==> config.mk <==
export PLATFORM = sky130hd
export DESIGN_NAME = em_pipe_reg
export DESIGN_NICKNAME = d
export VERILOG_FILES = /design/src/rtl/em_pipe_reg.sv
export SDC_FILE = /design/constraint.sdc
export NUM_CORES = 1
export LEC_CHECK = 0
export BUFFER_PORTS_ARGS = -buffer_cell sky130_fd_sc_hd__buf_2
export CAP_MARGIN = 10
export CORE_AREA = 2 2 115 117
export DETAILED_ROUTE_END_ITERATION = 6
export DIE_AREA = 0 0 117 119
export PLACE_DENSITY = 0.79
export SYNTH_ARGS = -nofsm -noshare
export SYNTH_HDL_FRONTEND = slang
export SYNTH_SLANG_ARGS = --single-unit
export TNS_END_PERCENT = 100
==> constraint.sdc <==
create_clock -name clk -period 1.96 [get_ports clk]
set_clock_uncertainty 0.05 [all_clocks]
set_input_delay 0.196 -clock clk [delete_from_list [all_inputs] [get_ports clk]]
set_output_delay 0.196 -clock clk [all_outputs]
set_load 0.05 [all_outputs]
==> src/rtl/em_pipe_reg.sv <==
// E->M pipeline register: latches the E-stage ALU outputs and control, and derives the E-stage exception code.
// Optional macro EM_ADDR_RANGE_CHK_EN adds data-memory / MMIO address-range checks for loads and stores.
module em_pipe_reg #(
    parameter logic [31:0] EXC_ENTRY = 32'h0000_4180,
    parameter logic [31:0] DM_END    = 32'h0000_2FFF
) (
    input  logic        clk,
    input  logic        reset,
    input  logic        en,
    input  logic        flush,
    input  logic        Req,
    input  logic [31:0] E_PC,
    input  logic [31:0] E_Instr,
    input  logic [31:0] E_ALURes,
    input  logic        E_Overflow,
    input  logic [31:0] E_WriteData,
    input  logic [4:0]  E_RegAddr,
    input  logic        E_BD,
    input  logic [4:0]  E_ExcCode,
    input  logic        E_OvCheck,
    input  logic [3:0]  E_MemOp,
    output logic [31:0] M_PC,
    output logic [31:0] M_Instr,
    output logic [31:0] M_ALURes,
    output logic [31:0] M_WriteData,
    output logic [4:0]  M_RegAddr,
    output logic        M_BD,
    output logic [3:0]  M_MemOp,
    output logic [4:0]  M_ExcCode
);

    localparam logic [31:0] RESET_PC = 32'h0000_3000;
    localparam logic [4:0]  EXC_ADEL = 5'd4;
    localparam logic [4:0]  EXC_ADES = 5'd5;
    localparam logic [4:0]  EXC_OV   = 5'd12;

    localparam logic [3:0] OP_LW  = 4'd1;
    localparam logic [3:0] OP_LH  = 4'd2;
    localparam logic [3:0] OP_LHU = 4'd3;
    localparam logic [3:0] OP_LBU = 4'd5;
    localparam logic [3:0] OP_SW  = 4'd6;
    localparam logic [3:0] OP_SH  = 4'd7;
    localparam logic [3:0] OP_SB  = 4'd8;

`ifdef EM_ADDR_RANGE_CHK_EN
    localparam bit RANGE_CHK = 1'b1;
`else
    localparam bit RANGE_CHK = 1'b0;
`endif

    logic        is_load;
    logic        is_store;
    logic        is_word;
    logic        ld_misalign;
    logic        st_misalign;
    logic        in_dm;
    logic        in_tmr;
    logic        in_tmr_cnt;
    logic        in_int;
    logic        range_bad;
    logic [4:0]  exc_code;
    logic [31:0] alu_safe;

    assign is_load  = (E_MemOp >= OP_LW) && (E_MemOp <= OP_LBU);
    assign is_store = (E_MemOp >= OP_SW) && (E_MemOp <= OP_SB);
    assign is_word  = (E_MemOp == OP_LW) || (E_MemOp == OP_SW);

    assign ld_misalign = ((E_MemOp == OP_LW) && (E_ALURes[1:0] != 2'b00)) ||
                         (((E_MemOp == OP_LH) || (E_MemOp == OP_LHU)) && E_ALURes[0]);
    assign st_misalign = ((E_MemOp == OP_SW) && (E_ALURes[1:0] != 2'b00)) ||
                         ((E_MemOp == OP_SH) && E_ALURes[0]);

    // Address map decode; only consulted when RANGE_CHK is set, otherwise it is pruned away.
    assign in_dm      = E_ALURes <= DM_END;
    assign in_tmr     = ((E_ALURes >= 32'h0000_7F00) && (E_ALURes <= 32'h0000_7F0B)) ||
                        ((E_ALURes >= 32'h0000_7F10) && (E_ALURes <= 32'h0000_7F1B));
    assign in_tmr_cnt = ((E_ALURes >= 32'h0000_7F08) && (E_ALURes <= 32'h0000_7F0B)) ||
                        ((E_ALURes >= 32'h0000_7F18) && (E_ALURes <= 32'h0000_7F1B));
    assign in_int     = (E_ALURes >= 32'h0000_7F20) && (E_ALURes <= 32'h0000_7F23);
    assign range_bad  = (is_load || is_store) &&
                        (!(in_dm || in_tmr || in_int) ||
                         (in_tmr && !is_word) ||
                         (is_store && in_tmr_cnt));

    always_comb begin
        exc_code = 5'd0;
        if (E_ExcCode != 5'd0) begin
            exc_code = E_ExcCode;
        end else if (E_OvCheck && E_Overflow) begin
            exc_code = EXC_OV;
        end else if (E_Overflow) begin
            if (is_load)
                exc_code = EXC_ADEL;
            else if (is_store)
                exc_code = EXC_ADES;
        end else if (ld_misalign) begin
            exc_code = EXC_ADEL;
        end else if (st_misalign) begin
            exc_code = EXC_ADES;
        end else if (RANGE_CHK && range_bad) begin
            exc_code = is_load ? EXC_ADEL : EXC_ADES;
        end
    end

    // ALU result may float when overflow is flagged; never let that reach the register.
    assign alu_safe = E_Overflow ? 32'd0 : E_ALURes;

    always_ff @(posedge clk) begin
        if (reset) begin
            M_PC        <= RESET_PC;
            M_Instr     <= 32'd0;
            M_ALURes    <= 32'd0;
            M_WriteData <= 32'd0;
            M_RegAddr   <= 5'd0;
            M_BD        <= 1'b0;
            M_MemOp     <= 4'd0;
            M_ExcCode   <= 5'd0;
        end else if (Req) begin
            M_PC        <= EXC_ENTRY;
            M_Instr     <= 32'd0;
            M_ALURes    <= 32'd0;
            M_WriteData <= 32'd0;
            M_RegAddr   <= 5'd0;
            M_BD        <= 1'b0;
            M_MemOp     <= 4'd0;
            M_ExcCode   <= 5'd0;
        end else if (flush) begin
            M_PC        <= E_PC;
            M_Instr     <= 32'd0;
            M_ALURes    <= 32'd0;
            M_WriteData <= 32'd0;
            M_RegAddr   <= 5'd0;
            M_BD        <= E_BD;
            M_MemOp     <= 4'd0;
            M_ExcCode   <= 5'd0;
        end else if (en) begin
            M_PC        <= E_PC;
            M_Instr     <= E_Instr;
            M_ALURes    <= alu_safe;
            M_WriteData <= E_WriteData;
            M_RegAddr   <= (exc_code != 5'd0) ? 5'd0 : E_RegAddr;
            M_BD        <= E_BD;
            M_MemOp     <= (exc_code != 5'd0) ? 4'd0 : E_MemOp;
            M_ExcCode   <= exc_code;
        end
    end

endmodule

-- Word level (Yosys, flattened, before mapping)
Index checks and enable logic that the tools add are counted.
- magnitude comparators: 4
- muxes and demuxes: 15
- reduce and logical (&&, ||, !) cells: 17
- equal/unequal tests: 5
- operator list (cell ; number):
    $mux W32 ; 3
    $mux W5 ; 4
    $mux W15 ; 1
    $mux W3 ; 4
    $reduce_bool A5 Y1 ; 2
    $eq A4 B2 Y1 const B ; 2
    $eq A4 B3 Y1 const B ; 2
    $logic_and A1 B1 Y1 ; 7
    $eq A4 B1 Y1 const B ; 1
    $ge A4 B1 Y1 const B ; 1
    $ge A4 B3 Y1 const B ; 1
    $le A4 B3 Y1 const B ; 1
    $le A4 B4 Y1 const B ; 1
    $mux W4 ; 1
    $reduce_bool A2 Y1 ; 2
    $logic_or A1 B1 Y1 ; 3
    $reduce_bool A3 Y1 ; 1
    $reduce_or A3 Y1 ; 1
    $mux W1 ; 2
    $reduce_or A2 Y1 ; 1
- bits of input ports: 150
- logic and storage cells: 50
- output and inout port bits: 143
- register bits: 143

-- Logic depth before layout (Yosys ltp)
Gate-level depths: netlist of run 1.
- depth after elaboration: 10
- depth in mapped cells: 6
- mapped depth without buffers: 5

-- Least setup slack after synthesis of run 1
No wires, ideal clock.
- kind: input -> register
- start point: input flush
- end point: register M_MemOp[0]
- arrival time: 1.482 ns
- data required time: 1.836 ns
- path slack: 0.354 ns
- cell stages on the path: 6
- buffers on the path: 1
- library setup time: 0.074 ns
- cells stage by stage: or3_1 clkbuf_1 nor4_2 o21ai_0 a2111o_1 o21ai_0
- longest elaborated chain between the ends: 1
- RTL lines (element ; RTL line ; RTL):
    from (decl) ; 10 ; input logic flush,
    $reduce_or A3 Y1 (no source line) ; -- ;
    to (signal assigned) ; 143 ; M_MemOp <= (exc_code != 5'd0) ? 4'd0 : E_MemOp;
    to (decl) ; 28 ; output logic [3:0] M_MemOp,
No other way between the ends.
A chain may end at the register's enable or synchronous reset.

-- Worst setup path after layout of run 1
- start point: input Req
- end point: register M_RegAddr[1]
- longest elaborated chain between the ends: 1
- RTL lines (element ; RTL line ; RTL):
    from (decl) ; 11 ; input logic Req,
    $reduce_or A3 Y1 (no source line) ; -- ;
    to (signal assigned) ; 141 ; M_RegAddr <= (exc_code != 5'd0) ? 5'd0 : E_RegAddr;
    to (decl) ; 26 ; output logic [4:0] M_RegAddr,
No other way between the ends.

==> flow_summary.yaml, run 1 <==
run_status:
  outcome: "finished clean"
drt:
  first_pass_iters: 4
  drc_errors: 0
  drtIter0Drc: 387
  ant_nets: 0
  wl_per_cell_um: 15.5
  dr_total_vias: 5462
  wl_um: 17700
  vias_per_cell: 4.80
layout:
  final.fill_count: 972
  nets: 1099
  areaGrowthSynthToFinish_pct: 68.5
  drive_above_1_share: 0.352
logic_synthesis:
  yosysMostFrequentCell: "dfxtp_1"
  post-synth-top-area-cell: "dfxtp_1"
  synthDistinctLibCells: 29
  synth_warnings: 0
  synth.avg_cell_area_um2: 9.35
  synth_flop_cell: "dfxtp_1"
  syn_inst: 540
  syn_area_um2: 5050
  synthArstFlopShare: 0
  synth_nets: 690
  synth_top_area_frac: 0.567
  synth_edf_count: 0
  synthTopCellsByArea: "dfxtp_1 57%, mux2i_1 14%, nor2_1 7.9%"
  synth_commonest_cells: "143 x dfxtp_1, 106 x nor2_1, 73 x nand2_1, 69 x mux2i_1, 36 x clkbuf_1"
  yosysSeqAreaShare: 0.567
  ys_seq_elements: 143
clock_tree:
  clock_path_buffers: 2
  cts_root_buffer: "clkbuf_16"
  cts-htree-levels: 4
  cts.sinks: 143
  cts_buffers: 17
  clk_latency_ns: 0.40
  tritoncts: "built"
  postCtsSetupRepairBufs: 0
  clkSlewWorstSetupHoldPaths_ns: 0.06
min_path:
  min_path_type: "in2reg"
  hold_start: "E_RegAddr[4]"
  worstHoldEndpoint: "M_RegAddr[4]"
  whs_path_depth: 3
worst_setup_path:
  cp_max_fo: 5
  critPathKind: "in2reg"
  rr_startpoint: "M_PC[14]"
  rr_worst_depth: 3
  required_ns: 2.24
  crit_path_start_kind: "input pin"
  reg2reg_setup_slack_ns: 0.72
  cp.arrival_ns: 2.20
  crit_path_end_kind: "flip-flop"
  rr_endpoint: "M_PC[14]"
sta:
  finalSetupViolCount: 0
  fin_crit_sh: 0.978
  hold_viol: 0
  clock.fmax_ghz: 0.522
  rsz0062_at_grt: "true"
  worst_slew_pin_slew_ns: 0.624
  maxSlewViolCount: 0
  slew_headroom: 0.584
  finalSetupTns_ns: 0
  post-route-min-period_ns: 1.92
placed_design:
  gp_congestion: 0.790
  io_buffers: 292
  dp_hpwl_um: 10200
power:
  power_density_nw_per_um2: 829
  clkPwrFrac: 0.434
  p_int_mw: 5.27
  leakagePower_nw: 4.21
  sequentialPowerShare: 0.426
  sw_frac_of_total: 0.253
  ir_drop_v: 0.000681
  p_switching_mw: 1.79
  p_total_mw: 7.06
  p_comb_frac: 0.140
global_routing:
  grt_max_degree: 53
  track_usage: 0.246
  first_global_vias: 5537
  antenna_found_initial: 1
  grt_pass1_wl_um: 26500
  overflow: 0
flow_run:
  drv_cap: 0
die:
  core_area_um2: 12900
  rows: 42
  dieArea_um2: 13900
  ioPinCount: 293
  fp.dieW_um: 117
  start_util: 0.392
  die_y_um: 119
power groups by stage:
stage	combinational, mW	clock (mW)	sequential [mW]
6_report	0.991	3.06	3.01
5_1_grt	1.05	3.26	3.01
4_1_cts	0.963	3.11	3.00
3_5_place_dp	0.769	0	3.07
3_3_place_gp	0.763	0	3.06
2_1_floorplan	0.259	0	3.29
routing by layer:
layer	routed length, µm	global-route usage
met5	0	0
met4	779	0.135
met3	1240	0.0789
met2	9090	0.442
met1	6570	0.246
critical path, cell delays in order:
cell and delay, ns:
dlygate4sd3_1 0.57, buf_2 0.16, or3_4 0.40, nor4_2 0.13, o21ai_1 0.13, a2111o_1 0.43
o21ai_0 0.17
sequential cells by signal, summed over array words and instances (netlist names):
signal,count
M_PC,32
M_Instr,32
M_RegAddr,5
M_BD,1
M_MemOp,4
M_WriteData,32
M_ALURes,32
M_ExcCode,5
kinds of logic (layout without fill, tap and decap cells):
group / after synthesis / after routing / synth area share
DFF: 143 / 143 / 0.567
AOI/OAI and AO/OA: 85 / 86 / 0.106
other: 0 / 1 / 0
xor gates and xnor gates: 1 / 1 / 0.00173
muxes: 69 / 69 / 0.137
and+or+nand+nor: 194 / 194 / 0.153
buffers and inverters: 48 / 468 / 0.0357
repair_timing:
| item | 4_1_cts | 5_1_grt |
|---|---|---|
| setup endpoints to repair | 0 | 9 |
| hold buffers | 124 | 0 |
| hold endpoints to repair | 125 | 0 |
| gates resized for setup | 0 | 2 |
cell type report:
type                    instances  area [µm²]  area share
flip-flops and latches        143        2860       0.336
clock inverters                10        86.3      0.0101
inverters                      12        45.0     0.00529
repair buffers                425        2790       0.327
multi-input cells             350        2030       0.238
well taps                     176         220      0.0259
diodes                          1        2.50    0.000294
clock buffers                  21         480      0.0564
placed cells by master (no fill, tap or decap), types with 2 or more instances in the layout:
| master | count |
|---|---|
| a2111o_1 | 2 |
| a21oi_1 | 32 |
| a22oi_1 | 31 |
| a31oi_1 | 3 |
| buf_2 | 291 |
| buf_4 | 9 |
| clkbuf_16 | 17 |
| clkbuf_8 | 4 |
| clkinv_2 | 5 |
| clkinvlp_4 | 3 |
| dfxtp_1 | 143 |
| dlygate4sd3_1 | 124 |
| inv_1 | 12 |
| mux2i_1 | 69 |
| nand2_1 | 73 |
| nor2_1 | 104 |
| nor2_2 | 2 |
| nor2b_1 | 3 |
| nor3_1 | 2 |
| o21ai_0 | 9 |
| o21ai_1 | 2 |
| o21bai_1 | 2 |
| or2_2 | 2 |
how the worst max path moves through the flow:
stage,startpoint,end,cells after the start
6_report,Req,M_RegAddr[1],7
4_1_cts,Req,M_MemOp[0],7
3_3_place_gp,E_ExcCode[1],M_RegAddr[2],5
5_1_grt,Req,M_RegAddr[1],7
2_1_floorplan,flush,M_MemOp[0],6
3_5_place_dp,E_ExcCode[1],M_MemOp[0],5
through the flow:
step,utilization,hold WS [ns],instance area (µm²),instances,setup WS [ns]
2_1_floorplan,-,0.215,5050,540,0.354
3_3_place_gp,0.520,0.375,6690,981,0.161
3_5_place_dp,0.520,0.386,6690,981,0.133
4_1_cts,0.660,0.00308,8500,1136,0.0425
5_1_grt,0.661,0.00777,8510,1138,0.00509
6_report,0.661,0.0168,8510,1138,0.0429
Note: power is estimated with default switching activity, not from simulation.
==> inputs of run 2 (changes only) <==
CORE_AREA = 2 2 114 116   (was 2 2 115 117)
CTS_BUF_LIST = sky130_fd_sc_hd__clkbuf_4   (was unset)
DIE_AREA = 0 0 116 118   (was 0 0 117 119)
PLACE_DENSITY = 0.8   (was 0.79)
clock period = 2.25 ns   (was 1.96 ns; I/O delays follow)
==> run 2 against run 1 <==
  * Setup slack improved by 0.20 ns
  * Utilization rose by 1.6 points
  * Sequential share of layout area rose by 0.42 points
  * Global-route usage rose by 1.3 points
  * Die area fell by 1.7%
  * Hold slack improved by 0.066 ns
  * Routed wire length rose by 1.5%
  * Cell count rose by 1.4%
  * Power fell by 27%
==> flow_summary.yaml, run 2 (synthesized netlist as in run 1, its figures left out) <==
sta:
  finalSetupViolCount: 0
  fin_crit_sh: 0.893
  hold_viol: 0
  finalSetupTns_ns: 0
  worst_slew_pin_slew_ns: 0.689
  post-route-min-period_ns: 2.01
  rsz0062_at_grt: "false"
  maxSlewViolCount: 0
  clock.fmax_ghz: 0.497
  slew_headroom: 0.540
layout:
  stdcell_count: 1154
  antenna_cells: 0
  nets: 1121
  fin_area_um2: 8410
  layout_commonest_cell: "buf_2"
  drive_above_1_share: 0.339
  layout_common_cells: "291 x buf_2, 146 x dlygate4sd3_1, 143 x dfxtp_1"
  areaGrowthSynthToFinish_pct: 66.5
  final.fill_count: 931
drt:
  drc_errors: 0
  dr_total_vias: 5570
  drtIter0Drc: 359
  wl_per_cell_um: 15.5
  ant_nets: 0
  vias_per_cell: 4.83
  first_pass_iters: 5
  wl_um: 17900
run_status:
  outcome: "finished clean"
global_routing:
  track_usage: 0.259
  grt_max_degree: 58
  first_global_vias: 5763
  grt_pass1_wl_um: 27700
  overflow: 0
  antenna_found_initial: 0
clock_tree:
  tritoncts: "built"
  clk_latency_ns: 0.54
  clkSlewWorstSetupHoldPaths_ns: 0.11
  cts-htree-levels: 4
  cts_root_buffer: "clkbuf_4"
  cts_buffers: 17
  cts-resized-gates: 0
  cts.sinks: 143
  clock_path_buffers: 2
die:
  fp.dieW_um: 116
  rows: 41
  die_y_um: 118
  core_area_um2: 12400
  start_util: 0.407
  dieArea_um2: 13700
  ioPinCount: 293
placed_design:
  io_buffers: 292
  gp_congestion: 0.792
  dp_cells: 978
  dp_hpwl_um: 10300
  placed_cell_area_um2: 6680
power:
  power_density_nw_per_um2: 611
  ir_drop_v: 0.000363
  p_switching_mw: 1.39
  p_comb_frac: 0.173
  leakagePower_nw: 4.17
  p_int_mw: 3.75
  clkPwrFrac: 0.318
  p_total_mw: 5.14
  sw_frac_of_total: 0.270
  sequentialPowerShare: 0.509
worst_setup_path:
  crit_slowest_cell: "dlygate4sd3_1"
  crit_path_start_kind: "input pin"
  critPathKind: "in2reg"
  required_ns: 2.69
  cp_max_fo: 4
  cp.arrival_ns: 2.45
  worstPathCellList: "dlygate4sd3_1 > buf_2 > or4_1 > nor2_1 > nor2_1 > a211oi_1 > dlygate4sd3_1"
  max_stage_delay_ns: 0.57
  crit_path_end_kind: "flip-flop"
flow_run:
  drv_cap: 0
min_path:
  min_path_type: "in2reg"
-- run 2: changes by cell type in the layout (fill, tap and decap cells not counted), moves of 2 or more --
cell,change
o21ai_1,-2
buf_4,+2
clkbuf_8,-4
clkinv_2,-2
o21ai_0,+2
clkbuf_4,+19
clkbuf_16,-17
clkinvlp_4,-3
bufinv_16,+2
clkinv_1,+5
dlygate4sd3_1,+22
-- run 2: critical path: cells and delay by family --
kind,cells,cell delay (ns)
compound gates,1,0.21
buf+inv,3,1.28
simple gates,3,0.73
-- run 2: cell type report --
cell class              count  area [µm²]  area share
repair buffers            448        3000       0.357
well taps                 172         215      0.0256
clock inverters            11         124      0.0147
flip-flops and latches    143        2860       0.340
multi-input cells         349        2020       0.240
clock buffers              19         143      0.0170
inverters                  12        45.0     0.00536
-- run 2: worst paths after layout --
| path | from | to | slack, ns | cells after the start |
|---|---|---|---|---|
| min | E_ExcCode[0] | M_ExcCode[2] | 0.08 | 4 |
| max | E_ExcCode[1] | M_ExcCode[3] | 0.24 | 7 |
| max reg2reg | M_PC[7] | M_PC[7] | 1.00 | 3 |
| min reg2reg | M_PC[31] | M_PC[31] | 0.41 | 2 |
-- run 2: repair_timing --
| action | in CTS | in global routing |
|---|---|---|
| hold endpoints to repair | 142 | 0 |
| setup buffers | 0 | 0 |
| hold buffers | 146 | 0 |
-- run 2: routing by layer --
metal  up-vias  routed length [µm]  track usage
li1       2673                   -            -
met3        65                1240       0.0839
met1      2578                6670        0.263
met2       254                9270        0.453
met4         0                 762        0.153
met5         -                   0            0
-- run 2: per-stage QoR --
| step | hold WS, ns | setup WS [ns] | util |
|---|---|---|---|
| 6_report | 0.0824 | 0.240 | 0.677 |
| 5_1_grt | 0.0662 | 0.141 | 0.677 |
| 4_1_cts | 0.0405 | 0.291 | 0.677 |
| 3_5_place_dp | 0.388 | 0.360 | 0.538 |
| 3_3_place_gp | 0.385 | 0.403 | 0.538 |
| 2_1_floorplan | 0.244 | 0.615 | - |
-- run 2: power groups by stage --
stage	Clock, mW	Sequential, mW	Combinational [mW]
floorplan	0	2.86	0.226
global placement	0	2.67	0.662
detailed placement	0	2.67	0.668
CTS	1.65	2.61	0.867
global route	1.77	2.62	0.946
finish	1.63	2.62	0.890
